[src/rtl/avalon_copy_host_if.sv]
// Avalon-MM host-side bus bundle used by the word-copy engine.
// A request (read or write) is taken by the agent on a cycle where it is high and waitrequest is low;
// the host holds the request and its address/data stable while waitrequest is high.
// readdatavalid qualifies readdata for exactly one cycle per accepted read.
interface avalon_copy_host_if #(
    parameter int ADDR_W = 8
) ();
    logic [ADDR_W-1:0] address;
    logic              read;
    logic              write;
    logic [31:0]       writedata;
    logic [3:0]        byteenable;
    logic [31:0]       readdata;
    logic              readdatavalid;
    logic              waitrequest;

    modport master (
        output address,
        output read,
        output write,
        output writedata,
        output byteenable,
        input  readdata,
        input  readdatavalid,
        input  waitrequest
    );

    modport slave (
        input  address,
        input  read,
        input  write,
        input  writedata,
        input  byteenable,
        output readdata,
        output readdatavalid,
        output waitrequest
    );
endinterface

[src/rtl/avalon_copy_host.sv]
// Single-outstanding Avalon-MM copy engine: reads one word, writes it, advances both addresses.
// Words move strictly in ascending order; overlapping ranges are not detected.
module avalon_copy_host #(
    parameter int ADDR_W = 8,
    parameter int LEN_W  = 9
) (
    input  logic              clk,
    input  logic              reset,
    input  logic              start,
    input  logic [ADDR_W-1:0] src_addr,
    input  logic [ADDR_W-1:0] dst_addr,
    input  logic [LEN_W-1:0]  length,
    output logic              busy,
    output logic              done,
    output logic [LEN_W-1:0]  words_done,
    output logic [2:0]        state_dbg,
    avalon_copy_host_if.master bus
);

    typedef enum logic [2:0] {
        IDLE    = 3'd0,
        RD_REQ  = 3'd1,
        RD_WAIT = 3'd2,
        WR_REQ  = 3'd3,
        DONE    = 3'd4
    } state_t;

    state_t            state_q;
    state_t            state_d;
    logic [ADDR_W-1:0] src_q;
    logic [ADDR_W-1:0] dst_q;
    logic [LEN_W-1:0]  len_q;
    logic [LEN_W-1:0]  words_done_q;
    logic [LEN_W-1:0]  words_done_inc;
    logic [31:0]       hold_q;

    logic              rd_accept;
    logic              wr_accept;

    assign words_done_inc = words_done_q + LEN_W'(1);
    assign rd_accept      = (state_q == RD_REQ) && !bus.waitrequest;
    assign wr_accept      = (state_q == WR_REQ) && !bus.waitrequest;

    // Next-state and bus outputs; everything on the bus is a pure function of state and
    // registered datapath, so requests stay stable for as long as the agent stalls.
    always_comb begin
        state_d        = state_q;
        bus.read       = 1'b0;
        bus.write      = 1'b0;
        bus.address    = '0;
        bus.writedata  = '0;
        bus.byteenable = 4'h0;
        busy           = 1'b0;
        done           = 1'b0;

        case (state_q)
            IDLE: begin
                if (start) begin
                    state_d = (length == '0) ? DONE : RD_REQ;
                end
            end
            RD_REQ: begin
                busy        = 1'b1;
                bus.read    = 1'b1;
                bus.address = src_q;
                if (rd_accept) begin
                    state_d = RD_WAIT;
                end
            end
            RD_WAIT: begin
                busy = 1'b1;
                if (bus.readdatavalid) begin
                    state_d = WR_REQ;
                end
            end
            WR_REQ: begin
                busy           = 1'b1;
                bus.write      = 1'b1;
                bus.address    = dst_q;
                bus.writedata  = hold_q;
                bus.byteenable = 4'hF;
                if (wr_accept) begin
                    state_d = (words_done_inc == len_q) ? DONE : RD_REQ;
                end
            end
            DONE: begin
                done    = 1'b1;
                state_d = IDLE;
            end
            default: begin
                state_d = IDLE;
            end
        endcase
    end

    always_ff @(posedge clk) begin
        if (reset) begin
            state_q <= IDLE;
        end else begin
            state_q <= state_d;
        end
    end

    // Datapath registers; start is only looked at in IDLE, so a mid-copy pulse is dropped.
    always_ff @(posedge clk) begin
        if (reset) begin
            src_q        <= '0;
            dst_q        <= '0;
            len_q        <= '0;
            words_done_q <= '0;
            hold_q       <= '0;
        end else begin
            case (state_q)
                IDLE: begin
                    if (start) begin
                        words_done_q <= '0;
                        if (length != '0) begin
                            src_q <= src_addr;
                            dst_q <= dst_addr;
                            len_q <= length;
                        end
                    end
                end
                RD_WAIT: begin
                    if (bus.readdatavalid) begin
                        hold_q <= bus.readdata;
                    end
                end
                WR_REQ: begin
                    if (wr_accept) begin
                        words_done_q <= words_done_inc;
                        src_q        <= src_q + ADDR_W'(1);
                        dst_q        <= dst_q + ADDR_W'(1);
                    end
                end
                default: begin
                end
            endcase
        end
    end

    assign words_done = words_done_q;
    assign state_dbg  = state_q;

endmodule

[src/flat_wrapper.sv]
// flat-port wrapper written by rule: the top's interface ports become plain ports
module avalon_copy_host_flat 
#(
    parameter int ADDR_W = 8,
    parameter int LEN_W  = 9
)
  (clk, reset, start, src_addr, dst_addr, length, busy, done, words_done, state_dbg, bus_address, bus_read, bus_write, bus_writedata, bus_byteenable, bus_readdata, bus_readdatavalid, bus_waitrequest);
  avalon_copy_host_if #(.ADDR_W(ADDR_W)) bus_i ();
  input  logic clk;
  input  logic reset;
  input  logic start;
  input  logic [ADDR_W-1:0] src_addr;
  input  logic [ADDR_W-1:0] dst_addr;
  input  logic [LEN_W-1:0] length;
  output logic busy;
  output logic done;
  output logic [LEN_W-1:0] words_done;
  output logic [2:0] state_dbg;
  output wire logic [$bits(bus_i.address)-1:0] bus_address;
  output wire logic [$bits(bus_i.read)-1:0] bus_read;
  output wire logic [$bits(bus_i.write)-1:0] bus_write;
  output wire logic [$bits(bus_i.writedata)-1:0] bus_writedata;
  output wire logic [$bits(bus_i.byteenable)-1:0] bus_byteenable;
  input wire logic [$bits(bus_i.readdata)-1:0] bus_readdata;
  input wire logic [$bits(bus_i.readdatavalid)-1:0] bus_readdatavalid;
  input wire logic [$bits(bus_i.waitrequest)-1:0] bus_waitrequest;
  assign bus_address = bus_i.address;
  assign bus_read = bus_i.read;
  assign bus_write = bus_i.write;
  assign bus_writedata = bus_i.writedata;
  assign bus_byteenable = bus_i.byteenable;
  assign bus_i.readdata = bus_readdata;
  assign bus_i.readdatavalid = bus_readdatavalid;
  assign bus_i.waitrequest = bus_waitrequest;
  avalon_copy_host #(.ADDR_W(ADDR_W), .LEN_W(LEN_W)) u_core (.clk(clk), .reset(reset), .start(start), .src_addr(src_addr), .dst_addr(dst_addr), .length(length), .busy(busy), .done(done), .words_done(words_done), .state_dbg(state_dbg), .bus(bus_i));
endmodule
[config.mk]
export PLATFORM = sky130hd
export DESIGN_NAME = avalon_copy_host_flat
export DESIGN_NICKNAME = d
export VERILOG_FILES = /design/src/rtl/avalon_copy_host_if.sv /design/src/rtl/avalon_copy_host.sv /design/src/flat_wrapper.sv
export SDC_FILE = /design/constraint.sdc
export NUM_CORES = 1
export LEC_CHECK = 0
export CORE_AREA = 2 2 97 99
export CTS_CLUSTER_DIAMETER = 60
export DETAILED_ROUTE_END_ITERATION = 6
export DIE_AREA = 0 0 99 101
export PLACE_DENSITY = 0.76
export RECOVER_POWER = 25
export SLEW_MARGIN = 5
export SYNTH_ARGS = -nofsm -noshare
export SYNTH_HDL_FRONTEND = slang
export SYNTH_SLANG_ARGS = --single-unit
[constraint.sdc]
create_clock -name clk -period 2 [get_ports clk]
set_input_delay 0.5 -clock clk [delete_from_list [all_inputs] [get_ports clk]]
set_output_delay 0.5 -clock clk [all_outputs]
set_load 0.05 [all_outputs]
==> results of run 1 <==
==> flip-flops by register name (all words and copies together), names as in the netlist <==
register and cells:
u_core.state_dbg 3, u_core.src_q 8, u_core.hold_q 32, u_core.dst_q 8, u_core.len_q 9, u_core.words_done 9
==> where the power goes <==
group / switching, µW / internal, µW
clock: 576 / 710
combinational: 412 / 438
sequential: 75.2 / 1450
==> per-layer routing <==
metal / up-vias / wire length [µm]
met4: 0 / 142
met5: - / 0
met3: 12 / 571
met1: 1850 / 4400
met2: 130 / 5940
li1: 1874 / -
==> how the worst max path moves through the flow <==
stage                         from              end  slack (ns)
2_1_floorplan  u_core.state_dbg[0]   bus_address[2]       -0.20
3_3_place_gp             length[4]  u_core.dst_q[0]       -0.27
3_5_place_dp             length[4]  u_core.dst_q[0]       -0.34
4_1_cts        u_core.state_dbg[2]   bus_address[5]       -0.07
5_1_grt        u_core.state_dbg[2]   bus_address[2]       -0.11
6_report       u_core.state_dbg[2]   bus_address[2]       -0.06
==> area by class of cell <==
cell class	instances	area, µm²
Clock buffer	9	124
Clock inverter	7	97.6
Fill cell	697	2870
Inverter	3	16.3
Multi-Input combinational cell	358	2260
Sequential cell	69	1400
Tap cell	111	139
Timing Repair Buffer	160	2070
==> cells by family after synthesis <==
family / share of synthesized area (%)
adders and majority gates: 1.03
and+or+nand+nor: 30.3
DFF: 37.9
xor gates and xnor gates: 2.88
muxes: 2.78
buffers and inverters: 5.52
AOI/OAI and AO/OA: 19.7
==> critical path, cell delays in order, from the launching register on <==
cell	delay [ns]
dfxtp_4	0.35
nand3b_4	0.14
inv_6	0.05
buf_12	0.13
buf_16	0.14
a22o_4	0.26
buf_12	0.15
==> through the flow <==
| stage | TNS, ns | power, µW | instances | instance area (µm²) |
|---|---|---|---|---|
| after floorplan | -1.22 | 1970 | 469 | 3780 |
| after CTS | -0.861 | 3660 | 716 | 6100 |
| after detailed placement | -6.88 | 2310 | 684 | 5590 |
| final | -0.430 | 3660 | 717 | 6110 |
| after global routing | -2.06 | 3830 | 717 | 6110 |
| after global placement | -4.91 | 2290 | 684 | 5590 |
==> timing repair <==
action,CTS,global route
gates resized for setup,29,19
endpoints found under the setup margin,41,56
hold endpoints to repair,0,0
gates cloned,3,1
pin swaps,4,9
setup buffers,13,1
==> placed cells by master, fill, tap and decap left out, types with 3 or more instances in the layout <==
master / instances
a21o_1: 3
a21oi_1: 60
a22o_4: 8
a31oi_1: 3
and2_4: 30
and3_1: 3
buf_12: 53
buf_4: 29
buf_6: 4
clkbuf_1: 6
clkbuf_2: 3
clkbuf_8: 9
clkdlybuf4s50_1: 60
dfxtp_1: 64
dfxtp_4: 3
mux2i_1: 9
nand2_1: 84
nand2b_1: 11
nand3_1: 6
nand3b_1: 6
nand4_1: 4
nor2_1: 37
nor3_1: 10
nor3b_1: 3
o21ai_0: 14
o32ai_1: 6
or2_2: 3
or3_1: 4
xnor2_1: 6
xor2_1: 6
==> metrics.yaml, run 1 <==
status:
  status: "finished with violations"
  violations: "setup timing"
sta:
  tightest_slew_ns: 0.683
  maxSlewViolCount: 0
  setup-violations-final: 16
  rsz0062_at_grt: "yes"
  fin_worst_skew_ns: 0.00582
  min_period_ns: 2.06
  hold_viol: 0
  worst_hold_slack_ns: 0.457
  setup_slack_ns: -0.0588
  fmaxAchievable_mhz: 486
  min_period_over_period_pct: 103
  relSlewSlack_pct: 54.5
worst_setup_path:
  ff2ff_setup_slack_ns: 0.11
  worstSetupPathType: "flip-flop to primary output"
  reg2reg_depth: 5
  worstPathRequired_ns: 1.50
  reg2reg_to: "u_core.state_dbg[0]"
  cp_max_fo: 7
  timing.rr.start: "u_core.words_done[2]"
  arrival_ns: 1.56
  end_kind: "primary output"
  worstSetupStartpointType: "flip-flop"
synth:
  synth_area_leaders: "dfxtp_1 38%, nand2_1 8.6%, a21oi_1 8.2%, and2_1 5.7%, nor2_1 3.9%"
  synth_edf_count: 0
  syn_avg_cell_area_um2: 7.78
  syn_area_um2: 3650
  synth_fp_nets: 534
  yosys_warnings: 0
  yosys.area.top_type: "dfxtp_1"
  async_flop_share_pct: 0
  synth_ff_type: "dfxtp_1"
  synth-seq-cells: 69
  yosysMostFrequentCell: "nand2_1"
  syn_inst: 469
  ys_top_cells_by_count: "84 x nand2_1, 69 x dfxtp_1, 60 x a21oi_1"
  synth_top_cell_area_share_pct: 37.9
  seq_area_frac_synth_pct: 37.9
  yosysUniqueCellTypes: 54
drt:
  drt-total-wl_mm: 11.0
  drtPass1Iterations: 5
  avgViaCountPerCell: 5.39
  final_antenna_net_count: 0
  wire_per_inst_um: 15.4
  vias: 3866
  drc_errors: 0
  drtIter0Drc: 165
clock_tree:
  cts_sinks: 69
  holdBufCountCts: 0
  clockBufferDepth: 2
  ctsHtreeMaxLevel: 3
  clk_latency_ns: 0.34
  clk_pin_slew_worst_paths_ns: 0.08
  clk_root_buffer_cell: "clkbuf_8"
  cts_made_buffers: 9
  cts_tree: "built"
floorplanning:
  die_x_um: 99
  rows: 35
  initial_core_util_pct: 40.6
  io_pins: 122
  core_region_area_um2: 8980
  die_h_um: 101
  dieArea_um2: 10000
run:
  maxCapViolCount: 0
grt:
  use_met2_pct: 39.2
  grt_pass1_wl_mm: 17.6
  antenna_found_initial: 0
  gr-total-overflow: 0
  gr-usage-met1_pct: 26.3
  grt_use_met3_pct: 4.23
  grt_util_all_layers_pct: 21.8
  grt_max_degree: 54
  grt_pass1_vias: 3643
  busiest_layer: "met2"
power:
  peakVddDrop_v: 0.000410
  p_per_area_nw_per_um2: 599
  leakagePower_uw: 0.00240
cells_and_area:
  drive_above_1_share_pct: 29.0
  diodes: 0
  nNetsFinal: 666
  area_growth_pct: 67.4
  post-route-util_pct: 68.0
placement:
  pre_cts_ws_ns: -0.337
  hpwl_mm: 7.30
  gp_congestion: 0.877
  port_buffers: 121
worst_hold_path:
  whs_endpoint: "u_core.hold_q[28]"
  worstHoldStart: "u_core.hold_q[28]"
  min_path_cells: 2
  hold_class: "flip-flop to flip-flop"
No activity file was read; power rests on OpenSTA's default activity.
==> run 2: changes to the inputs <==
- TNS_END_PERCENT: not set -> 50
==> metrics.yaml, run 2 (synthesis gave the netlist of run 1 again) <==
grt:
  grt_max_degree: 39
  grt_pass1_vias: 3606
  grt_pass1_wl_mm: 17.3
  antenna_found_initial: 0
  gr-total-overflow: 0
  grt_util_all_layers_pct: 21.5
worst_setup_path:
  cp_max_fo: 8
  slowest_delay_ns: 0.35
  arrival_ns: 1.57
  cpMaxStageDelayCell: "dfxtp_4"
  worstSetupStartpointType: "flip-flop"
  worstPathRequired_ns: 1.50
  worstSetupPathType: "flip-flop to primary output"
  cp_cell_sequence: "nand3b_4 > inv_4 > buf_12 > buf_12 > a22o_4 > buf_12"
  path_common_cell: "buf_12"
  end_kind: "primary output"
sta:
  maxSlewViolCount: 0
  worst_hold_slack_ns: 0.455
  setup_tns_ns: -0.571
  min_period_over_period_pct: 104
  rsz0062_at_grt: "yes"
  min_period_ns: 2.07
  fmaxAchievable_mhz: 482
  fin_worst_skew_ns: 0.0107
  setup-violations-final: 17
  setup_slack_ns: -0.0732
  hold_viol: 0
  tightest_slew_ns: 0.680
  relSlewSlack_pct: 54.7
drt:
  drtIter0Drc: 127
  avgViaCountPerCell: 5.34
  drc_errors: 0
  drtPass1Iterations: 4
  vias: 3826
  final_antenna_net_count: 0
  wire_per_inst_um: 15.7
  drt-total-wl_mm: 11.3
worst_hold_path:
  hold_class: "input port to flip-flop"
cells_and_area:
  diodes: 0
  area_growth_pct: 67.7
  largest-register: "u_core.hold_q"
  stdcell_area_um2: 6120
  drive_above_1_share_pct: 29.1
  fin_cells: 716
  largest_reg_flops: 32
  layout_commonest_cell: "nand2_1"
  nNetsFinal: 665
  layout_common_cells: "84 x nand2_1, 66 x dfxtp_1, 60 x a21oi_1, 56 x clkdlybuf4s50_1, 53 x buf_12"
floorplanning:
  rows: 35
  initial_core_util_pct: 40.6
  die_x_um: 99
  io_pins: 122
  core_region_area_um2: 8980
  die_h_um: 101
  dieArea_um2: 10000
power:
  swShare_pct: 29.9
  p_per_area_nw_per_um2: 584
  leakagePower_uw: 0.00244
  power_frac_seq_pct: 42.5
  p_switching_uw: 1070
  internal_power_uw: 2500
  peakVddDrop_v: 0.000302
  p_clk_share_pct: 33.6
  p_comb_share_pct: 23.9
clock_tree:
  cts_tree: "built"
  ctsHtreeMaxLevel: 3
  clockBufferDepth: 2
  cts_sinks: 69
  cts_made_buffers: 9
  clk_pin_slew_worst_paths_ns: 0.09
  clk_latency_ns: 0.35
  clk_root_buffer_cell: "clkbuf_8"
  holdBufCountCts: 0
placement:
  hpwl_mm: 7.35
  dp_cells: 685
  pre_cts_ws_ns: -0.313
  gp_congestion: 0.836
  port_buffers: 121
  dpl_cell_area_um2: 5560
run:
  maxCapViolCount: 0
status:
  status: "finished with violations"
  violations: "setup timing"
## run 2: cell count changes in the layout (fill, tap and decap cells not counted), moves of 3 or more
cell             change
clkdlybuf4s50_1      -4
buf_4                -4
clkbuf_2             +3
dlymetal6s2s_1       +4
## run 2: area by class of cell
class | instances | area [µm²]
sequential | 69 | 1390
clock buffer | 10 | 138
fill | 687 | 2860
clock inverter | 6 | 68.8
inverter | 3 | 13.8
multi-input combinational | 358 | 2270
timing repair buffer | 159 | 2100
tap | 111 | 139
## run 2: final timing paths
path	startpoint	to	slack, ns	depth (start not counted)
worst max-delay path	u_core.state_dbg[2]	bus_address[0]	-0.07	6
worst min-delay path	length[6]	u_core.len_q[6]	0.45	3
worst max register to register	u_core.state_dbg[1]	u_core.hold_q[9]	0.10	7
worst min register to register	u_core.hold_q[1]	u_core.hold_q[1]	0.46	2
## run 2: power by group through the flow
stage                     Clock, µW  Sequential (µW)  Combinational, µW
after floorplan                   0             1540                429
after global placement            0             1550                734
after detailed placement          0             1560                750
after CTS                      1230             1520                821
after global routing           1290             1530                910
final                          1200             1520                853
## run 2: metal layers
metal | up-vias | wire length, µm | track usage, %
met4 | 0 | 221 | 7.80
met2 | 120 | 5870 | 39.3
met3 | 19 | 558 | 3.88
li1 | 1873 | - | -
met1 | 1814 | 4610 | 25.0
met5 | - | 0 | 0
## run 2: timing repair
| action | in CTS | in global routing |
|---|---|---|
| gates cloned | 3 | 4 |
| setup endpoints to repair | 39 | 57 |
| gates resized for setup | 33 | 14 |
| setup buffers | 7 | 1 |
| pin swaps | 9 | 35 |
## run 2: critical path: cells and delay by family (launching register included)
family | cells | cell delay (ns)
simple gates | 1 | 0.13
buf+inv | 4 | 0.47
compound gates | 1 | 0.26
flops | 1 | 0.35
## run 2: per-stage QoR
step / utilization, % / total power [µW]
3_3_place_gp: 62.0 / 2290
2_1_floorplan: - / 1970
3_5_place_dp: 62.0 / 2310
5_1_grt: 68.1 / 3730
4_1_cts: 67.3 / 3570
6_report: 68.1 / 3570
==> run 3: changes to the inputs <==
- CORE_AREA: 2 2 97 99 -> 2 2 109 111
- DIE_AREA: 0 0 99 101 -> 0 0 111 113
- PLACE_DENSITY: 0.76 -> 0.62
- RECOVER_POWER: 25 -> 100
==> metrics.yaml, run 3 (synthesis gave the netlist of run 1 again) <==
clock_tree:
  cts_sinks: 69
  holdBufCountCts: 0
  clk_latency_ns: 0.32
  cts_made_buffers: 9
  clk_pin_slew_worst_paths_ns: 0.06
  cts_tree: "built"
  clockBufferDepth: 2
  ctsHtreeMaxLevel: 3
  clk_root_buffer_cell: "clkbuf_16"
floorplanning:
  die_x_um: 111
  core_region_area_um2: 11300
  io_pins: 122
  initial_core_util_pct: 32.4
  die_h_um: 113
  dieArea_um2: 12500
  rows: 39
drt:
  drc_errors: 0
  final_antenna_net_count: 0
  drtPass1Iterations: 4
  drtIter0Drc: 210
  avgViaCountPerCell: 5.06
  wire_per_inst_um: 14.5
  drt-total-wl_mm: 10.8
  vias: 3778
power:
  p_comb_share_pct: 20.0
  peakVddDrop_v: 0.000393
  leakagePower_uw: 0.00234
  p_per_area_nw_per_um2: 667
  swShare_pct: 26.9
  power_frac_seq_pct: 38.4
  internal_power_uw: 2890
  p_switching_uw: 1060
  p_clk_share_pct: 41.6
sta:
  tightest_slew_ns: 0.660
  fmaxAchievable_mhz: 493
  rsz0062_at_grt: "yes"
  min_period_ns: 2.03
  hold_viol: 0
  maxSlewViolCount: 0
  worst_hold_slack_ns: 0.451
  setup-violations-final: 1
  setup_slack_ns: -0.0278
  min_period_over_period_pct: 101
  relSlewSlack_pct: 56.2
  fin_worst_skew_ns: 0.00685
worst_setup_path:
  reg2reg_depth: 6
  cp_max_fo: 6
  arrival_ns: 1.53
  worstPathRequired_ns: 1.50
  worstSetupPathType: "flip-flop to primary output"
  end_kind: "primary output"
  worstSetupStartpointType: "flip-flop"
worst_hold_path:
  min_path_cells: 2
  hold_class: "flip-flop to flip-flop"
cells_and_area:
  largest_reg_flops: 32
  largest-register: "u_core.hold_q"
  diodes: 0
  fill_cells: 1067
  nNetsFinal: 663
  area_growth_pct: 62.2
  layout_commonest_cell: "nand2_1"
  drive_above_1_share_pct: 25.7
  layout_common_cells: "84 x nand2_1, 66 x dfxtp_1, 60 x a21oi_1, 58 x clkdlybuf4s50_1, 38 x nor2_1"
grt:
  grt_max_degree: 36
  grt_util_all_layers_pct: 17.4
  grt_pass1_wl_mm: 18.0
  antenna_found_initial: 0
  grt_pass1_vias: 3763
  gr-total-overflow: 0
placement:
  hpwl_mm: 7.60
  port_buffers: 121
  pre_cts_ws_ns: -0.332
  gp_congestion: 0.775
status:
  violations: "setup timing"
  status: "finished with violations"
run:
  maxCapViolCount: 0
[run 3: layout make-up]
| class | instances | area (µm²) | share of cell area, % |
|---|---|---|---|
| Multi-Input combinational cell | 358 | 2180 | 36.9 |
| Inverter | 3 | 18.8 | 0.317 |
| Clock buffer | 11 | 254 | 4.29 |
| Timing Repair Buffer | 157 | 1830 | 31.0 |
| Clock inverter | 5 | 57.6 | 0.973 |
| Sequential cell | 69 | 1390 | 23.5 |
| Tap cell | 143 | 179 | 3.02 |
[run 3: power groups by stage]
stage | clock (µW) | combinational (µW) | sequential, µW
after global routing | 1750 | 853 | 1530
final | 1640 | 789 | 1520
after detailed placement | 0 | 765 | 1560
after floorplan | 0 | 429 | 1540
after CTS | 1690 | 819 | 1520
after global placement | 0 | 751 | 1550
[run 3: repair_timing]
| item | 4_1_cts | 5_1_grt |
|---|---|---|
| pin swaps | 1 | 3 |
| setup buffers | 6 | 1 |
| cloned | 2 | 0 |
| resized for setup | 15 | 4 |
| endpoints found under the setup margin | 41 | 28 |
[run 3: through the flow]
step	total power [µW]	util (%)	std cells	TNS [ns]	instance area, µm²
after global routing	4130	52.5	746	-0.416	5920
after CTS	4030	54.4	745	-0.0346	6130
final	3950	52.5	746	-0.0278	5920
after detailed placement	2320	50.2	721	-5.87	5660
after global placement	2300	50.2	721	-4.66	5660
after floorplan	1970	-	469	-3.14	3750
[run 3: worst max-delay path, cell delays in order (launching register included)]
cell	delay (ns)
dfxtp_4	0.35
nand3b_4	0.16
inv_8	0.07
buf_12	0.13
buf_16	0.12
a22o_4	0.24
buf_12	0.14
[run 3: routing by layer]
layer,share of wire [%],global-route usage [%],wire (µm)
met1,43,21.1,4660
met2,49,30.6,5330
met3,5.8,3.86,623
met4,1.6,6.42,178
met5,0,0,0
[run 3: path summary, 6_finish.rpt]
kind         slack [ns]             endpoint                 start
max reg2reg        0.03  u_core.state_dbg[0]  u_core.words_done[0]
max               -0.03       bus_address[7]   u_core.state_dbg[2]
min reg2reg        0.45    u_core.hold_q[31]     u_core.hold_q[31]
min                0.45    u_core.hold_q[31]     u_core.hold_q[31]
